**src/rtl/level_sequencer.sv**
```systemverilog
// -----------------------------------------------------------------------------
// level_sequencer
//   Level controller for the block-stacker game. Walks through NUM_LEVELS
//   levels under go / next_signal / fail control. It derives each level's
//   frame period and row width arithmetically. It also generates the frame
//   tick that moves the active row.
//
// Ports
//   clk          in   system clock
//   resetn       in   asynchronous active-low reset
//   go           in   start / resume / restart request (level-sampled)
//   next_signal  in   row placed successfully, advance one level
//   fail         in   row missed, game over
//   speed_count  out  frame period (clocks) for the current level
//   num_blocks   out  row width (blocks) for the current level
//   curr_level   out  current level, 1-based
//   playing      out  high while in PLAY
//   won          out  high while in WIN
//   lost         out  high while in LOSE
//   tick         out  one-cycle frame pulse, only while playing
// -----------------------------------------------------------------------------
module level_sequencer #(
    parameter int unsigned NUM_LEVELS   = 15,
    parameter int unsigned LVL_W        = 4,
    parameter int unsigned CNT_W        = 26,
    parameter int unsigned BASE_COUNT   = 50000000,
    parameter int unsigned STEP_COUNT   = 3000000,
    parameter int unsigned MIN_COUNT    = 2500000,
    parameter int unsigned MAX_BLOCKS   = 4,
    parameter int unsigned BLK_W        = 3,
    parameter int unsigned SHRINK_EVERY = 4
) (
    input  logic             clk,
    input  logic             resetn,
    input  logic             go,
    input  logic             next_signal,
    input  logic             fail,
    output logic [CNT_W-1:0] speed_count,
    output logic [BLK_W-1:0] num_blocks,
    output logic [LVL_W-1:0] curr_level,
    output logic             playing,
    output logic             won,
    output logic             lost,
    output logic             tick
);

    // Wide enough for (level-1)*STEP_COUNT without wrapping.
    localparam int unsigned WIDE = CNT_W + LVL_W;

    localparam logic [LVL_W-1:0] LVL_ONE  = LVL_W'(1);
    localparam logic [LVL_W-1:0] LVL_LAST = LVL_W'(NUM_LEVELS);
    localparam logic [CNT_W-1:0] CNT_ONE  = CNT_W'(1);
    localparam logic [BLK_W-1:0] BLK_ONE  = BLK_W'(1);

    typedef enum logic [1:0] {
        ST_WAIT = 2'd0,
        ST_PLAY = 2'd1,
        ST_WIN  = 2'd2,
        ST_LOSE = 2'd3
    } state_t;

    // Frame period for a level, clamped at MIN_COUNT. The reduction is compared
    // against the headroom (BASE-MIN) before subtracting, so it never underflows.
    function automatic logic [CNT_W-1:0] speed_of(input logic [LVL_W-1:0] lvl);
        logic [WIDE-1:0] reduction;
        reduction = (WIDE'(lvl) - WIDE'(1)) * WIDE'(STEP_COUNT);
        if (reduction >= WIDE'(BASE_COUNT - MIN_COUNT)) begin
            return CNT_W'(MIN_COUNT);
        end
        return CNT_W'(WIDE'(BASE_COUNT) - reduction);
    endfunction

    // Row width: lose one block every SHRINK_EVERY levels, never below one.
    function automatic logic [BLK_W-1:0] blocks_of(input logic [LVL_W-1:0] lvl);
        logic [31:0] shrink;
        shrink = (32'(lvl) - 32'd1) / 32'(SHRINK_EVERY);
        if (shrink + 32'd1 >= 32'(MAX_BLOCKS)) begin
            return BLK_ONE;
        end
        return BLK_W'(32'(MAX_BLOCKS) - shrink);
    endfunction

    state_t           state_reg, state_next;
    logic [LVL_W-1:0] level_reg, level_next;
    logic [CNT_W-1:0] count_reg, count_next;
    logic [CNT_W-1:0] speed_reg, speed_next;
    logic [BLK_W-1:0] blocks_reg, blocks_next;
    logic             tick_reg, tick_next;
    logic             playing_reg, won_reg, lost_reg;

    always_ff @(posedge clk or negedge resetn) begin
        if (!resetn) begin
            state_reg   <= ST_WAIT;
            level_reg   <= LVL_ONE;
            count_reg   <= '0;
            speed_reg   <= speed_of(LVL_ONE);
            blocks_reg  <= blocks_of(LVL_ONE);
            tick_reg    <= 1'b0;
            playing_reg <= 1'b0;
            won_reg     <= 1'b0;
            lost_reg    <= 1'b0;
        end else begin
            state_reg   <= state_next;
            level_reg   <= level_next;
            count_reg   <= count_next;
            speed_reg   <= speed_next;
            blocks_reg  <= blocks_next;
            tick_reg    <= tick_next;
            playing_reg <= (state_next == ST_PLAY);
            won_reg     <= (state_next == ST_WIN);
            lost_reg    <= (state_next == ST_LOSE);
        end
    end

    always_comb begin
        state_next = state_reg;
        level_next = level_reg;
        // The counter is zero in every state but a continuing PLAY, so it is
        // already clear on each entry to PLAY.
        count_next = '0;

        case (state_reg)
            ST_WAIT: begin
                if (go) begin
                    state_next = ST_PLAY;
                end
            end
            ST_PLAY: begin
                if (fail) begin
                    state_next = ST_LOSE;
                end else if (next_signal) begin
                    if (level_reg < LVL_LAST) begin
                        level_next = level_reg + LVL_ONE;
                        state_next = ST_WAIT;
                    end else begin
                        state_next = ST_WIN;
                    end
                end else if (count_reg == speed_reg - CNT_ONE) begin
                    count_next = '0;
                end else begin
                    count_next = count_reg + CNT_ONE;
                end
            end
            ST_WIN, ST_LOSE: begin
                if (go) begin
                    state_next = ST_WAIT;
                    level_next = LVL_ONE;
                end
            end
            default: begin
                state_next = ST_WAIT;
            end
        endcase

        speed_next  = speed_of(level_next);
        blocks_next = blocks_of(level_next);
        // The registered tick is high exactly in the cycle where the counter
        // sits at speed_count-1. Qualifying it on the next state keeps it low
        // outside PLAY.
        tick_next   = (state_next == ST_PLAY) && (count_next == speed_reg - CNT_ONE);
    end

    assign speed_count = speed_reg;
    assign num_blocks  = blocks_reg;
    assign curr_level  = level_reg;
    assign playing     = playing_reg;
    assign won         = won_reg;
    assign lost        = lost_reg;
    assign tick        = tick_reg;

endmodule

```
**config.mk**
```make
export PLATFORM = sky130hd
export DESIGN_NAME = level_sequencer
export DESIGN_NICKNAME = d
export VERILOG_FILES = /design/src/rtl/level_sequencer.sv
export SDC_FILE = /design/constraint.sdc
export NUM_CORES = 1
export LEC_CHECK = 0
export BUFFER_PORTS_ARGS = -buffer_cell sky130_fd_sc_hd__buf_2
export CORE_MARGIN = 5
export CORE_UTILIZATION = 65
export CTS_BUF_LIST = sky130_fd_sc_hd__clkbuf_8
export DETAILED_ROUTE_END_ITERATION = 6
export GPL_TIMING_DRIVEN = 0
export PLACE_DENSITY_LB_ADDON = 0.1
export SLEW_MARGIN = 20
export SYNTH_ARGS = -nofsm -noshare
export SYNTH_HDL_FRONTEND = slang
export SYNTH_SLANG_ARGS = --single-unit
```
**constraint.sdc**
```tcl
create_clock -name clk -period 11.47 [get_ports clk]
set_clock_uncertainty 0.15 [all_clocks]
set_input_delay 1.7205 -clock clk [delete_from_list [all_inputs] [get_ports clk]]
set_output_delay 1.7205 -clock clk [all_outputs]
set_load 0.01 [all_outputs]
```
## Word-level counts from Yosys, hierarchy flattened

Index checks and enable logic that the tools add are counted.

| word-level totals | value |
|---|---|
| latch bits | 0 |
| register bits | 65 |
| bits in read-only memories | 0 |
| memories | 0 |
| RAM bits | 0 |
| logic and storage cells | 53 |

| operators by class | value |
|---|---|
| eq/ne operators | 8 |
| add/sub/neg operators | 8 |
| reductions and logical operators | 3 |
| mux-type cells | 21 |
| bitwise operators | 0 |
| multiply operators | 1 |
| $lt $le $gt $ge | 3 |
| div/mod/pow operators | 0 |
| shifts and indexed selects | 0 |

Operators with widths:

| operator | count |
|---|---|
| $mux 26 | 6 |
| $eq 26x26->1 | 2 |
| $add 30x1->31 const B | 1 |
| $ge 31x3->1 const B | 1 |
| $ge 30x26->1 const B | 1 |
| $mul 30x16->24 const B | 1 |
| $add 26x1->26 const B | 1 |
| $sub 26x1->26 const B | 1 |
| $sub 26x26->26 const A | 1 |
| $mux 4 | 4 |
| $mux 2 | 5 |
| $sub 4x1->5 const B | 2 |
| $eq 2x2->1 const B | 4 |
| $pmux 4 s2 | 1 |
| $mux 3 | 2 |
| $pmux 2 s3 | 1 |
| $add 4x1->4 const B | 1 |
| $eq 2x1->1 const B | 2 |
| $lt 4x4->1 const B | 1 |
| $sub 3x3->3 const A | 1 |
| $logic_not 2->1 | 1 |
| $mux 1 | 2 |
| $reduce_or 2->1 | 1 |
| $logic_and 1x1->1 | 1 |

## Logic depth before layout (Yosys ltp)

| depth | value |
|---|---|
| depth after elaboration | 10 |
| mapped depth | 32 |
| depth with buffers taken out | 30 |

## Worst setup path after synthesis

OpenSTA, ideal clock, no wires.

| path | value |
|---|---|
| kind | in2reg |
| start | input port next_signal |
| end | register speed_reg[21] (netlist: speed_count[21]) |
| required time | 11.228 ns |
| library setup time | 0.092 ns |
| stages on the path | 27 |
| arrival time | 10.210 ns |
| setup slack | 1.018 ns |
| path buffers | 1 |
| path through | nor4bb_1 > nand2_1 > mux2i_1 > inv_1 > ha_1 > nand2_1 > inv_1 > ha_1 > ha_1 > ha_1 > fa_1 > inv_1 > fa_1 > fa_1 > inv_1 > ha_1 > a21oi_1 > o21bai_1 > a31o_2 > a31oi_1 > xnor2_1 > and2_1 > a311o_1 > a21o_1 > a211o_1 > clkbuf_1 > or3b_2 |

| on the way | value |
|---|---|
| cells in the longest elaborated chain, start to end | 8 |
| elaborated cells on any way between the ends | 9 |
| classes of those cells | add/sub: 2; mul: 1; order compare: 1; mux: 5 |

Ends and longest elaborated chain:

| element | RTL line | source |
|---|---|---|
| from (decl) | 36 | `input logic next_signal,` |
| $mux 4 * | 131 | `end else if (next_signal) begin` |
| $mux 4 * | 129 | `if (fail) begin` |
| $pmux 4 s2 * | 122 | `case (state_reg)` |
| via level_next[0] | 84 | `logic [LVL_W-1:0] level_reg, level_next;` |
| $sub 4x1->5 * | 66 | `reduction = (WIDE'(lvl) - WIDE'(1)) * WIDE'(STEP_COUNT);` |
| $mul 30x16->24 * | 66 |  |
| $ge 30x26->1 | 67 | `if (reduction >= WIDE'(BASE_COUNT - MIN_COUNT)) begin` |
| $mux 1 | 67 |  |
| $mux 26 * | 70 | `return CNT_W'(WIDE'(BASE_COUNT) - reduction);` |
| via speed_next[21] | 86 | `logic [CNT_W-1:0] speed_reg, speed_next;` |
| to (signal assigned) | 96 | `speed_reg <= speed_of(LVL_ONE);` |
| to (signal assigned) | 106 | `speed_reg <= speed_next;` |
| to (decl) | 86 |  |

Mark *: on every way through the listed nets, which the timed path passes. The rest lies on a longest branch.

## Worst setup path after layout

| path | value |
|---|---|
| start | input port next_signal |
| end | register speed_reg[23] (netlist: speed_count[23]) |

The elaborated chain is that of the path after synthesis.

==> impl_metrics.yaml <==
outcome:
  run_status: "complete, no violations"
timing:
  grt_setup_unrepaired: "no"
  finalHoldViolations: 0
  worst-slew-pin-transition_ps: 951
  finalMaxSlewViolations: 0
  period_minus_slack_ps: 10680
  slew_headroom_pct: 36.1
  finalSetupViolations: 0
  period_share_pct: 93.1
  setup-tns-final_ps: 0
  timing.fmax_mhz: 93.6
global_routing:
  grt_first_pass_wirelength_um: 28800
  grt_start_max_net_pins: 61
  grt_pass1_vias: 6212
  grt_antenna_before_repair: 0
  globalRoute.totalOverflow: 0
  grt.total_usage_pct: 27.3
hold_path:
  min-delay-start: "count_reg[0]"
  holdPathStages: 1
  min_to: "count_reg[0]"
  timing.hold.worst.class: "reg2reg"
setup_path:
  reg2reg_slack_ps: 1750
  worstSetupPathDepth: 29
  critical-path-top-cell-by-count: "sky130_fd_sc_hd__ha_1"
  slowest_stage: "sky130_fd_sc_hd__nor4bb_2"
  crit_path_max_fanout: 22
  critPathMaxStageDelay_ps: 580
  crit_buf_inv: 7
  setup.worst_path.start_class: "input pin"
  timing.setup.critical_path_class: "in2reg"
  reg2regPathDepth: 28
  critPathTopFamily: "adder cells"
  rr_endpoint: "speed_count[23]"
  crit-reg2reg-launch: "state_reg[1]"
  timing.critical_path.required_ps: 11580
  element_type_at_the_critical_path_end: "flip-flop"
  cp.arrival_ps: 10790
clock_network:
  numClockSinks: 60
  clockBufferDepth: 2
  clock_tree_from_tritoncts: "done"
  cts_max_level: 3
  worstSkewPairLatency_ps: 360
  ctsRootBufferMaster: "sky130_fd_sc_hd__clkbuf_8"
  worst_setup_hold_path_clk_slew_ps: 70
  tritoncts.num_buffers: 9
routing:
  dr_vias_cell: 5.93
  num_vias: 6071
  wirelength_um: 17000
  remaining_drc_errors: 0
  drt-wirelength-per-cell_um: 16.6
  antenna_violating_nets_post_route: 0
  drt_iter0_drc: 508
  drt_pass1_iterations: 5
place:
  dp_hpwl_um: 13700
  place.gp.congestion: 0.913
  place.port_buffers: 36
finish:
  postLayoutCoreUtil_pct: 71.9
  layout_commonest_cell: "sky130_fd_sc_hd__inv_1"
  design.final.nets: 999
  antenna_cells: 0
  largest_register_ffs: 26
  most-common-layout-cells: "sky130_fd_sc_hd__inv_1, sky130_fd_sc_hd__ha_1, sky130_fd_sc_hd__nor2_1"
  layout-drive-gt1-share_pct: 12.2
  area_growth_pct: 8.19
die:
  floorplan.io_pins: 42
  initial_utilization_pct: 66.5
  die_height_um: 115
  core.rowCount: 38
  x_dimension_of_the_die_um: 115
  die_area_um2: 13300
  core_region_area_um2: 10800
synthesis:
  synth_warnings: 0
  netlist-cell-type-count: 75
  synth_area_per_cell_um2: 8.74
  synth_edf_count: 0
  synth-seq-cells: 60
  synth-main-ff-cell: "sky130_fd_sc_hd__dfrtp_1"
  post_synth_instance_area_um2: 7210
  synthArstFlopShare_pct: 100
  postSynthCellCount: 825
  sequential_element_share_of_the_synthesized_area_pct: 21.1
run:
  drv.max_cap_violation_count: 0
==> area by class of cell <==
cell class	instances	area, um^2
Buffer	27	144
Clock buffer	9	124
Clock inverter	7	53.8
Fill cell	851	3040
Inverter	117	443
Multi-Input combinational cell	625	5150
Sequential cell	60	1520
Tap cell	140	175
Timing Repair Buffer	37	188
Timing Repair inverter	1	5.00
==> cell usage after synthesis, types with 3 or more instances <==
master                      number  share of area, %
sky130_fd_sc_hd__and4_1          6              0.73
sky130_fd_sc_hd__and3_1          8              0.69
sky130_fd_sc_hd__dfstp_2        14               5.1
sky130_fd_sc_hd__a21oi_1        21               1.5
sky130_fd_sc_hd__o21a_1          5              0.52
sky130_fd_sc_hd__a31oi_1         8              0.69
sky130_fd_sc_hd__or4_1           3              0.31
sky130_fd_sc_hd__buf_2           7              0.49
sky130_fd_sc_hd__or2_2           5              0.43
sky130_fd_sc_hd__nor2_1         59               3.1
sky130_fd_sc_hd__and2_1         10              0.87
sky130_fd_sc_hd__nor2b_1        12               1.0
sky130_fd_sc_hd__a21o_1          4              0.42
sky130_fd_sc_hd__o211ai_1        3              0.31
sky130_fd_sc_hd__nor4_1         14               1.2
sky130_fd_sc_hd__ha_1           79                14
sky130_fd_sc_hd__dfrtp_1        46                16
sky130_fd_sc_hd__clkbuf_1       12              0.62
sky130_fd_sc_hd__o2111ai_1       6              0.73
sky130_fd_sc_hd__nand3_1        25               1.7
sky130_fd_sc_hd__a211o_1         3              0.36
sky130_fd_sc_hd__or3_1          15               1.3
sky130_fd_sc_hd__buf_4           7              0.73
sky130_fd_sc_hd__nand2_1        44               2.3
sky130_fd_sc_hd__nand4_1        10              0.87
sky130_fd_sc_hd__xnor3_1         3              0.94
sky130_fd_sc_hd__xnor2_1        54               6.6
sky130_fd_sc_hd__or3_4           3              0.47
sky130_fd_sc_hd__o311ai_0        3              0.36
sky130_fd_sc_hd__fa_1           37                10
sky130_fd_sc_hd__xor2_1         46               5.6
sky130_fd_sc_hd__o21ai_0        19               1.3
sky130_fd_sc_hd__nand2b_1        5              0.43
sky130_fd_sc_hd__nor3b_1         4              0.42
sky130_fd_sc_hd__mux2i_1         7              0.97
sky130_fd_sc_hd__nor3_1         38               2.6
sky130_fd_sc_hd__inv_1         117               6.1
sky130_fd_sc_hd__o31ai_1         5              0.52
sky130_fd_sc_hd__nor4b_1         6              0.73
==> worst max path at each step <==
stage                     start         endpoint
CTS                 next_signal  speed_count[24]
floorplan           next_signal  speed_count[21]
detailed placement  next_signal  speed_count[24]
global route        next_signal  speed_count[23]
finish              next_signal  speed_count[23]
global placement    next_signal  speed_count[19]
==> per-stage QoR <==
stage	hold WS [ps]	setup slack, ps	instance area, um^2	std cells
2_1_floorplan	306	1020	7220	829
3_3_place_gp	329	-616	7580	1005
3_5_place_dp	339	-307	7600	1006
4_1_cts	349	66.9	7780	1022
5_1_grt	391	60.0	7800	1023
6_report	341	792	7800	1023
==> what timing repair did <==
| action | CTS | global route |
|---|---|---|
| hold buffers | 0 | 0 |
| setup buffers | 0 | 0 |
| gates resized for setup | 0 | 3 |
| setup endpoints to repair | 0 | 20 |
==> cell families (layout without fill, tap and decap cells) <==
group                    Yosys count  in the layout  synth area share, %
XOR/XNOR                         104            104                 13.3
flip-flops                        60             60                 21.1
multiplexers                      10             10                 1.44
AND/OR/NAND/NOR                  281            281                 21.1
other                              1              5               0.0520
AO/OA/AOI/OAI                    109            109                 10.9
buffers and inverters            144            198                 8.09
adder cells (fa/ha/maj)          116            116                 24.0
==> per-layer routing <==
layer / GRT usage (%) / wire length, um / vias to the layer above
met1: 30.0 / 6480 / 2870
met3: 4.32 / 816 / 63
li1: - / - / 2932
met4: 16.0 / 869 / 0
met2: 49.4 / 8860 / 206
met5: 0 / 0 / -
Power is left out: the tool's default activity adds up to more than one toggle a clock period on the data nets, which glitch-free logic cannot reach.
